**config.mk**
```make
export PLATFORM = sky130hd
export DESIGN_NAME = spi_master
export DESIGN_NICKNAME = d
export VERILOG_FILES = /design/src/rtl/spi_master.sv
export SDC_FILE = /design/constraint.sdc
export NUM_CORES = 1
export LEC_CHECK = 0
export CAP_MARGIN = 20
export CORE_MARGIN = 5
export CORE_UTILIZATION = 34
export DETAILED_ROUTE_END_ITERATION = 6
export GPL_ROUTABILITY_DRIVEN = 0
export PLACE_DENSITY = 0.53
export SLEW_MARGIN = 10
export SYNTH_ARGS = -nofsm -noshare
export SYNTH_HDL_FRONTEND = slang
export SYNTH_SLANG_ARGS = --single-unit
```
**constraint.sdc**
```tcl
create_clock -name clk -period 3.85 [get_ports clk]
set_clock_uncertainty 0.05 [all_clocks]
set_input_delay 0.5775 -clock clk [delete_from_list [all_inputs] [get_ports clk]]
set_output_delay 0.5775 -clock clk [all_outputs]
set_load 0.1 [all_outputs]
```
**src/rtl/spi_master.sv**
```systemverilog
// Command-level SPI master: frames {cmd, din} on MOSI/SS_n and captures an 8-bit reply on read-data frames.
// Optional SPI_MASTER_SEQ_CHK_EN adds an err output that rejects read-data without a preceding read-address frame.
//
// state    | meaning
// ---------+---------------------------------------------------------
// IDLE     | waiting for start; SS_n high, busy low
// SHIFT    | 11 MOSI bits: select bit, cmd[1:0], din[7:0]
// RD_WAIT  | RD_LAT turnaround cycles before the reply
// RD_SHIFT | 8 MISO samples, MSB first
// GAP      | SS_n high for MIN_IDLE cycles; done on entry
// CHK_ERR  | rejected read-data command (sequence check build only)
module spi_master #(
  parameter int unsigned RD_LAT   = 2,
  parameter int unsigned MIN_IDLE = 1
) (
  input  logic       clk,
  input  logic       rst_n,
  input  logic       start,
  input  logic [1:0] cmd,
  input  logic [7:0] din,
  output logic       busy,
  output logic       done,
  output logic [7:0] dout,
  output logic       dout_valid,
  output logic       MOSI,
  output logic       SS_n,
`ifdef SPI_MASTER_SEQ_CHK_EN
  output logic       err,
`endif
  input  logic       MISO
);

  typedef enum logic [2:0] {IDLE, SHIFT, RD_WAIT, RD_SHIFT, GAP, CHK_ERR} state_t;

  localparam logic [3:0] RD_TC  = 4'(RD_LAT - 1);
  localparam logic [3:0] GAP_TC = 4'(MIN_IDLE - 1);

  state_t      state, state_d;
  logic [3:0]  bit_cnt, bit_cnt_d;
  logic [3:0]  wait_cnt, wait_cnt_d;
  logic [9:0]  sh, sh_d;
  logic [1:0]  cmd_q, cmd_d;
  logic [7:0]  cap, cap_d;
  logic [7:0]  dout_d;
  logic        armed;
  logic        busy_d, done_d, dv_d, mosi_d, ss_n_d;
`ifdef SPI_MASTER_SEQ_CHK_EN
  logic        pend, pend_d;
  logic        err_d;
`endif

  // armed blocks acceptance on the first edge after reset release
  always_ff @(posedge clk or negedge rst_n) begin
    if (!rst_n) begin
      state      <= IDLE;
      bit_cnt    <= '0;
      wait_cnt   <= '0;
      sh         <= '0;
      cmd_q      <= '0;
      cap        <= '0;
      dout       <= '0;
      armed      <= 1'b0;
      busy       <= 1'b0;
      done       <= 1'b0;
      dout_valid <= 1'b0;
      MOSI       <= 1'b0;
      SS_n       <= 1'b1;
`ifdef SPI_MASTER_SEQ_CHK_EN
      pend       <= 1'b0;
      err        <= 1'b0;
`endif
    end else begin
      state      <= state_d;
      bit_cnt    <= bit_cnt_d;
      wait_cnt   <= wait_cnt_d;
      sh         <= sh_d;
      cmd_q      <= cmd_d;
      cap        <= cap_d;
      dout       <= dout_d;
      armed      <= 1'b1;
      busy       <= busy_d;
      done       <= done_d;
      dout_valid <= dv_d;
      MOSI       <= mosi_d;
      SS_n       <= ss_n_d;
`ifdef SPI_MASTER_SEQ_CHK_EN
      pend       <= pend_d;
      err        <= err_d;
`endif
    end
  end

  // Outputs are computed for the next cycle so every pin comes straight from a flop.
  always_comb begin
    state_d    = state;
    bit_cnt_d  = bit_cnt;
    wait_cnt_d = wait_cnt;
    sh_d       = sh;
    cmd_d      = cmd_q;
    cap_d      = cap;
    dout_d     = dout;
    mosi_d     = 1'b0;
    ss_n_d     = SS_n;
    done_d     = 1'b0;
    dv_d       = 1'b0;
`ifdef SPI_MASTER_SEQ_CHK_EN
    pend_d     = pend;
    err_d      = 1'b0;
`endif
    case (state)
      IDLE: begin
        if (start && armed) begin
          cmd_d     = cmd;
          sh_d      = {cmd, din};
          bit_cnt_d = '0;
          state_d   = SHIFT;
          ss_n_d    = 1'b0;
          mosi_d    = cmd[1];
`ifdef SPI_MASTER_SEQ_CHK_EN
          if (cmd == 2'b11 && !pend) begin
            state_d = CHK_ERR;
            ss_n_d  = 1'b1;
            mosi_d  = 1'b0;
          end
`endif
        end
      end
      SHIFT: begin
        if (bit_cnt == 4'd10) begin
          wait_cnt_d = '0;
          if (cmd_q == 2'b11) begin
            state_d = RD_WAIT;
          end else begin
            state_d = GAP;
            ss_n_d  = 1'b1;
            done_d  = 1'b1;
`ifdef SPI_MASTER_SEQ_CHK_EN
            if (cmd_q == 2'b10) pend_d = 1'b1;
`endif
          end
        end else begin
          mosi_d    = sh[9];
          sh_d      = {sh[8:0], 1'b0};
          bit_cnt_d = bit_cnt + 4'd1;
        end
      end
      RD_WAIT: begin
        if (wait_cnt == RD_TC) begin
          state_d   = RD_SHIFT;
          bit_cnt_d = '0;
        end else begin
          wait_cnt_d = wait_cnt + 4'd1;
        end
      end
      RD_SHIFT: begin
        cap_d = {cap[6:0], MISO};
        if (bit_cnt == 4'd7) begin
          state_d    = GAP;
          wait_cnt_d = '0;
          ss_n_d     = 1'b1;
          done_d     = 1'b1;
          dv_d       = 1'b1;
          dout_d     = {cap[6:0], MISO};
`ifdef SPI_MASTER_SEQ_CHK_EN
          pend_d     = 1'b0;
`endif
        end else begin
          bit_cnt_d = bit_cnt + 4'd1;
        end
      end
      GAP: begin
        if (wait_cnt == GAP_TC) state_d = IDLE;
        else                    wait_cnt_d = wait_cnt + 4'd1;
      end
      CHK_ERR: begin
        state_d = IDLE;
        done_d  = 1'b1;
`ifdef SPI_MASTER_SEQ_CHK_EN
        err_d   = 1'b1;
`endif
      end
      default: state_d = IDLE;
    endcase
    busy_d = (state_d != IDLE);
  end

endmodule
```
==> summary.txt, run 1 <==
Run status
  • Status: complete, no violations

Yosys
  • Synth cell types: 47
  • Commonest cells in the synthesized netlist: dfrtp_1, mux2_2, nand2_1
  • Gate Count Post-Synth: 171
  • Synth Cell Area: 2140 sq um
  • Mean Syn Cell Area: 12.5 sq um
  • Top FF cell, synth: dfrtp_1
  • Synth top area cells: dfrtp_1, mux2_2, mux2_1, ha_1, nand2_1
  • Top-count cell post-synth: dfrtp_1
  • Yosys reg bits: 44
  • Post-synth top area share: 50.3%
  • Post-synthesis async set-or-reset flop share: 100%
  • Post-synth top area cell: dfrtp_1
  • EDFF count, synth: 0
  • Syn nets: 190
  • Yosys warnings: 0
  • Sequential cell area fraction in the yosys report: 51.5%

CTS
  • CTS tree: yes
  • CTS root buf: clkbuf_8
  • Reg clk slew, reported paths: 0.08 ns
  • TritonCTS sink count: 44
  • Longest Clk Path Bufs: 2
  • Post-CTS sizing: 0
  • H-tree depth: 2
  • Worst-skew pair later-pin latency: 0.29 ns
  • TritonCTS buffer count: 5
  • CTS Hold Bufs: 0
  • Post-CTS Setup Repair Bufs: 0

Floorplanning
  • Row count: 29
  • Initial Util: 34.3%
  • Die Area: 7980 sq um
  • Top Ports: 27
  • Die height: 89.4 um
  • Core Area: 6240 sq um
  • Die width: 89.4 um

Flow run
  • Total of max-cap violations: 0

Final layout
  • Diodes inserted: 0
  • Nets: 220
  • Register area: 1100 sq um
  • Layout cells sized above 1: 25.7%
  • P&R area growth vs syn: 21.0%
  • Area of the multi-input gates: 975 sq um
  • Layout fillers: 600

STA
  • Unrepaired setup endpoints after global routing: no
  • Setup TNS: 0 ns
  • Final Hold Fails: 0
  • Tightest Pin Transition: 0.971 ns
  • Final worst slack: 1.25 ns
  • Relative slew margins: 35.1%
  • Endpoints failing setup: 0
  • Max Transition Viols Final: 0
  • Final period utilization: 67.5%
  • Max Freq: 385 MHz
  • Min cycle time layout: 2.60 ns

Placement
  • Hpwl dp: 3030 um
  • IO Port Bufs: 26
  • Pre-CTS WS: 1.38 ns

GRT
  • Vias in the first global route: 1494
  • Global-route wire length before repair: 7110 um
  • Grt ovf: 0
  • Largest net degree at the start of global routing: 45
  • Antenna violations before repair: 0
  • GR Util All Layers: 11.5%

Worst setup path
  • Crit. End Element: output port
  • CP Class: flop to output port
  • CP required: 3.22 ns
  • Biggest cell delay along the critical path: 1.13 ns
  • CP max stage cell: clkdlybuf4s50_1
  • Worst Setup Start Kind: flop
  • Critical Path Source: SS_n
  • Critical Path AT: 1.97 ns
  • CP Cell Sequence: clkdlybuf4s50_1
  • Cell family with most CP delay: buffers and inverters
  • Worst R2R Start: state[1]
  • Crit path max fanout: 2
  • WP buf/inv: 1

Power
  • Static leakage: 0.00120 uW
  • Peak VDD IR: 0.409 mV
  • PwrDens: 739 nW/um^2

Detailed routing
  • 1st-iter DRT viols: 91
  • WL final: 4030 um
  • Vias: 1420
  • 1st-pass router iterations: 6
  • Via density: 5.09
  • Drt wl/cell: 14.4 um
  • Drt drc: 0
  • Final ANT Viol Nets: 0

Hold path
  • Worst min path class: input port to async pin
==> layout by cell type (no fill, tap or decap), drive strengths merged, types with 3 or more instances in the layout <==
master and n:
o21ai 3, ha 5, nand2 10, nor2 7
clkbuf 6, inv 7, nand3 8, nand3b 4
buf 3, or3 4, dfrtp 43, a21oi 6
nand4 4, clkdlybuf4s50 25, mux2 35
==> state kept, by name, indices dropped and copies added, names as in the netlist <==
signal      count
sh             10
dout            8
cap             7
bit_cnt         4
wait_cnt        4
state           3
cmd_q           2
MOSI            1
SS_n            1
armed           1
busy            1
done            1
dout_valid      1
==> through the flow <==
step                      instances  power [uW]  area [sq um]  util [%]  hold WS (ns)
after floorplan                 171        1390          2140         -         0.232
after global placement          269        1540          2450      39.3         0.411
after detailed placement        269        1580          2450      39.3         0.429
after CTS                       277        1930          2560      41.1         0.418
after global routing            279        2040          2590      41.5        0.0491
final                           279        1910          2590      41.5        0.0581
==> power by group <==
group / internal, uW / total, uW / switching (uW) / leakage [uW]
logic: 375 / 834 / 459 / 0.000571
clock network: 193 / 346 / 153 / 0.0000552
registers: 603 / 733 / 130 / 0.000569
==> worst register-to-register path, stage by stage (launching register included) <==
cell       delay, ns
dfrtp_1         0.67
nand3b_1        0.53
o2bb2ai_2       0.42
or3_4           0.21
mux2_4          0.29
==> cell type report <==
class	instances	share of cell area [%]
flip-flops and latches	44	42.6
multi-input cells	115	37.6
repair buffers	28	10.9
well taps	77	3.72
clock buffers	6	2.80
clock inverters	2	1.35
inverters	7	1.01
==> path summary, 6_finish.rpt <==
kind                                to  slack (ns)  cells past startpoint
max in group asynchronous         SS_n        3.20                      2
max reg2reg                wait_cnt[0]        1.57                      4
max                               SS_n        1.25                      1
min reg2reg                    dout[5]        0.44                      1
min                              sh[3]        0.06                      1
min in group clk               dout[5]        0.44                      1
==> routing by layer <==
layer,track usage (%),vias to the layer above,wire length (um)
met3,3.04,11,179
li1,-,675,-
met1,14.3,703,1760
met5,0,-,0
met4,4.60,0,99
met2,18.8,31,1990
==> kinds of logic (layout without fill, tap and decap cells) <==
| kind of cell | after synthesis | count (layout) | synth area share (%) |
|---|---|---|---|
| compound gates | 21 | 21 | 7.42 |
| xor+xnor | 1 | 1 | 0.409 |
| fa+ha+maj | 5 | 5 | 2.92 |
| buf+inv | 12 | 43 | 2.98 |
| flops | 44 | 44 | 51.5 |
| mux | 36 | 36 | 19.1 |
| other cells | 1 | 1 | 0.175 |
| simple gates | 51 | 51 | 15.5 |
Note: power is estimated with default switching activity, not from simulation.
==> inputs of run 2 (changes only) <==
--- a/config.mk
+++ b/config.mk
@@ -10,7 +10,7 @@
 export CORE_UTILIZATION = 34
 export DETAILED_ROUTE_END_ITERATION = 6
 export GPL_ROUTABILITY_DRIVEN = 0
-export PLACE_DENSITY = 0.53
+export PLACE_DENSITY = 0.55
 export SLEW_MARGIN = 10
 export SYNTH_ARGS = -nofsm -noshare
 export SYNTH_HDL_FRONTEND = slang
==> constraint.sdc (replaced) <==
create_clock -name clk -period 2.1 [get_ports clk]
set_clock_uncertainty 0.05 [all_clocks]
set_input_delay 0.315 -clock clk [delete_from_list [all_inputs] [get_ports clk]]
set_output_delay 0.315 -clock clk [all_outputs]
set_load 0.1 [all_outputs]
==> run 2 against run 1 <==
Against the previous run:
- core utilization up 0.54 points
- cell area grew 1.3%
- critical path depth is 5 higher
- critical path type is now flop to flop
- critical endpoint is now busy
- largest power group unchanged
==> summary.txt, run 2 (synthesis gave the netlist of run 1 again) <==
Run status
  • Status: complete, no violations (unchanged)

GRT
  • Grt ovf: 0 (unchanged)
  • Global-route wire length before repair: 7110 um (unchanged)
  • GR Util All Layers: 11.6% (was 11.5%)
  • Antenna violations before repair: 0 (unchanged)
  • Largest net degree at the start of global routing: 45 (unchanged)
  • Vias in the first global route: 1518 (was 1494)

Power
  • Clock power frac: 18.8% (was 18.1%)
  • P_sw: 1370 uW (was 742 uW)
  • PwrDens: 1380 nW/um^2 (was 739 nW/um^2)
  • Static leakage: 0.00126 uW (was 0.00120 uW)
  • Comb power frac: 46.1% (was 43.6%)
  • Peak VDD IR: 0.797 mV (was 0.409 mV)
  • P_int: 2260 uW (was 1170 uW)
  • Sequential power share: 35.1% (was 38.3%)
  • Switching fraction of total power: 37.7% (was 38.8%)

Floorplanning
  • Die Area: 7980 sq um (unchanged)
  • Die height: 89.4 um (unchanged)
  • Core Area: 6240 sq um (unchanged)
  • Die width: 89.4 um (unchanged)
  • Initial Util: 34.3% (unchanged)
  • Row count: 29 (unchanged)
  • Top Ports: 27 (unchanged)

Worst setup path
  • CP Class: flop to flop (was flop to output port)
  • Crit. End Element: flop (was output port)
  • Critical Path AT: 2.08 ns (was 1.97 ns)
  • CP required: 2.23 ns (was 3.22 ns)
  • Crit path max fanout: 6 (was 2)
  • Worst Setup Start Kind: flop (unchanged)

Detailed routing
  • Wire length on met3: 155 um (was 179 um)
  • Met1 WL: 1950 um (was 1760 um)
  • Final ANT Viol Nets: 0 (unchanged)
  • Drt drc: 0 (unchanged)
  • Met2 wire length: 1790 um (was 1990 um)
  • Highest Signal Layer: met4 (unchanged)
  • Drt wl/cell: 13.9 um (was 14.4 um)
  • Vias: 1428 (was 1420)
  • 1st-iter DRT viols: 60 (was 91)
  • 1st-pass router iterations: 4 (was 6)
  • Via density: 4.99 (was 5.09)
  • WL final: 3960 um (was 4030 um)

Final layout
  • Area of the multi-input gates: 975 sq um (unchanged)
  • Register area: 1100 sq um (unchanged)
  • Diodes inserted: 0 (unchanged)
  • Number of flip-flops in the largest register: 10 (unchanged)
  • Layout cells sized above 1: 34.9% (was 25.7%)
  • Largest reg by FF count: sh (unchanged)
  • Non-filler cells, final: 286 (was 279)
  • Cell area after layout: 2620 sq um (was 2590 sq um)
  • Layout Utilization: 42.0% (was 41.5%)
  • Top Registers: sh (10), dout (8), cap (7) (unchanged)
  • P&R area growth vs syn: 22.6% (was 21.0%)
  • Most common cell after layout, fill and taps aside: dfrtp_1 (unchanged)
  • Most frequent cells in the layout: dfrtp_1, mux2_2, buf_4 (was dfrtp_1, mux2_2, clkdlybuf4s50_1)
  • Layout fillers: 610 (was 600)
  • Nets: 227 (was 220)

STA
  • Unrepaired setup endpoints after global routing: no (unchanged)
  • Min cycle time layout: 1.95 ns
  • Max Transition Viols Final: 0 (unchanged)
  • Setup TNS: 0 ns (unchanged)
  • Relative slew margins: 62.5% (was 35.1%)
  • Endpoints failing setup: 0 (unchanged)
  • Final Hold Fails: 0 (unchanged)
  • Tightest Pin Transition: 0.562 ns (was 0.971 ns)
  • Max Freq: 513 MHz
  • Final period utilization: 92.8%

Placement
  • Placed Area: 2500 sq um (was 2450 sq um)
  • IO Port Bufs: 26 (unchanged)
  • Dpl cells: 278 (was 269)
  • Hpwl dp: 2850 um (was 3030 um)

CTS
  • CTS root buf: clkbuf_8 (unchanged)
  • Reg clk slew, reported paths: 0.09 ns (was 0.08 ns)
  • H-tree depth: 2 (unchanged)
  • TritonCTS buffer count: 5 (unchanged)
  • CTS Hold Bufs: 0 (unchanged)
  • Worst-skew pair later-pin latency: 0.30 ns (was 0.29 ns)
  • CTS tree: yes (unchanged)
  • Post-CTS sizing: 0 (unchanged)
  • TritonCTS sink count: 44 (unchanged)
  • Post-CTS Setup Repair Bufs: 0 (unchanged)
  • Longest Clk Path Bufs: 2 (unchanged)

Hold path
  • Worst min path class: input port to async pin (unchanged)

Flow run
  • Total of max-cap violations: 0 (unchanged)
run 2: changes by cell type in the layout (fill, tap and decap cells not counted):
cell	previous run	this run
buf_4	1	21
clkinv_4	0	1
clkinv_2	1	0
clkbuf_8	5	6
clkbuf_1	1	0
clkdlybuf4s50_1	25	12
run 2: worst max-delay path: stages (launching register included):
cell,delay (ns)
dfrtp_1,0.44
inv_1,0.08
ha_1,0.12
or3b_1,0.36
and2_0,0.16
a211o_1,0.27
or3_1,0.36
run 2: metal layers:
| layer | GRT usage [%] | vias to the layer above |
|---|---|---|
| li1 | - | 698 |
| met1 | 15.0 | 697 |
| met2 | 18.4 | 26 |
| met3 | 2.76 | 7 |
| met4 | 4.87 | 0 |
| met5 | 0 | - |
run 2: cell type report:
type,instances,area share [%]
Tap cell,77,3.67
Clock buffer,6,3.15
Sequential cell,44,42.0
Inverter,7,1.00
Multi-Input combinational cell,115,37.1
Timing Repair Buffer,35,11.5
Clock inverter,2,1.48
run 2: final timing paths:
kind | to | cells past startpoint | slack, ns | start
worst max-delay path | busy | 6 | 0.15 | wait_cnt[0]
worst min-delay path | cap[2] | 2 | 0.04 | rst_n
worst max register to register | busy | 6 | 0.15 | wait_cnt[0]
worst min register to register | dout[6] | 1 | 0.44 | dout[6]
max in group asynchronous | SS_n | 2 | 1.58 | rst_n
min in group clk | dout[6] | 1 | 0.44 | dout[6]
run 2: power groups by stage:
stage / clock network, uW / registers (uW) / logic (uW)
2_1_floorplan: 0 / 1550 / 989
3_3_place_gp: 0 / 1290 / 1680
3_5_place_dp: 0 / 1300 / 1690
4_1_cts: 713 / 1280 / 1700
5_1_grt: 744 / 1320 / 1830
6_report: 684 / 1280 / 1670
run 2: per-stage QoR:
stage / power [uW] / worst slack (ns) / hold WS, ns
3_5_place_dp: 2990 / 0.155 / 0.397
5_1_grt: 3890 / 0.0295 / 0.0933
6_report: 3630 / 0.150 / 0.0417
2_1_floorplan: 2540 / 0.236 / -0.0306
3_3_place_gp: 2980 / 0.181 / 0.398
4_1_cts: 3690 / 0.143 / 0.0667
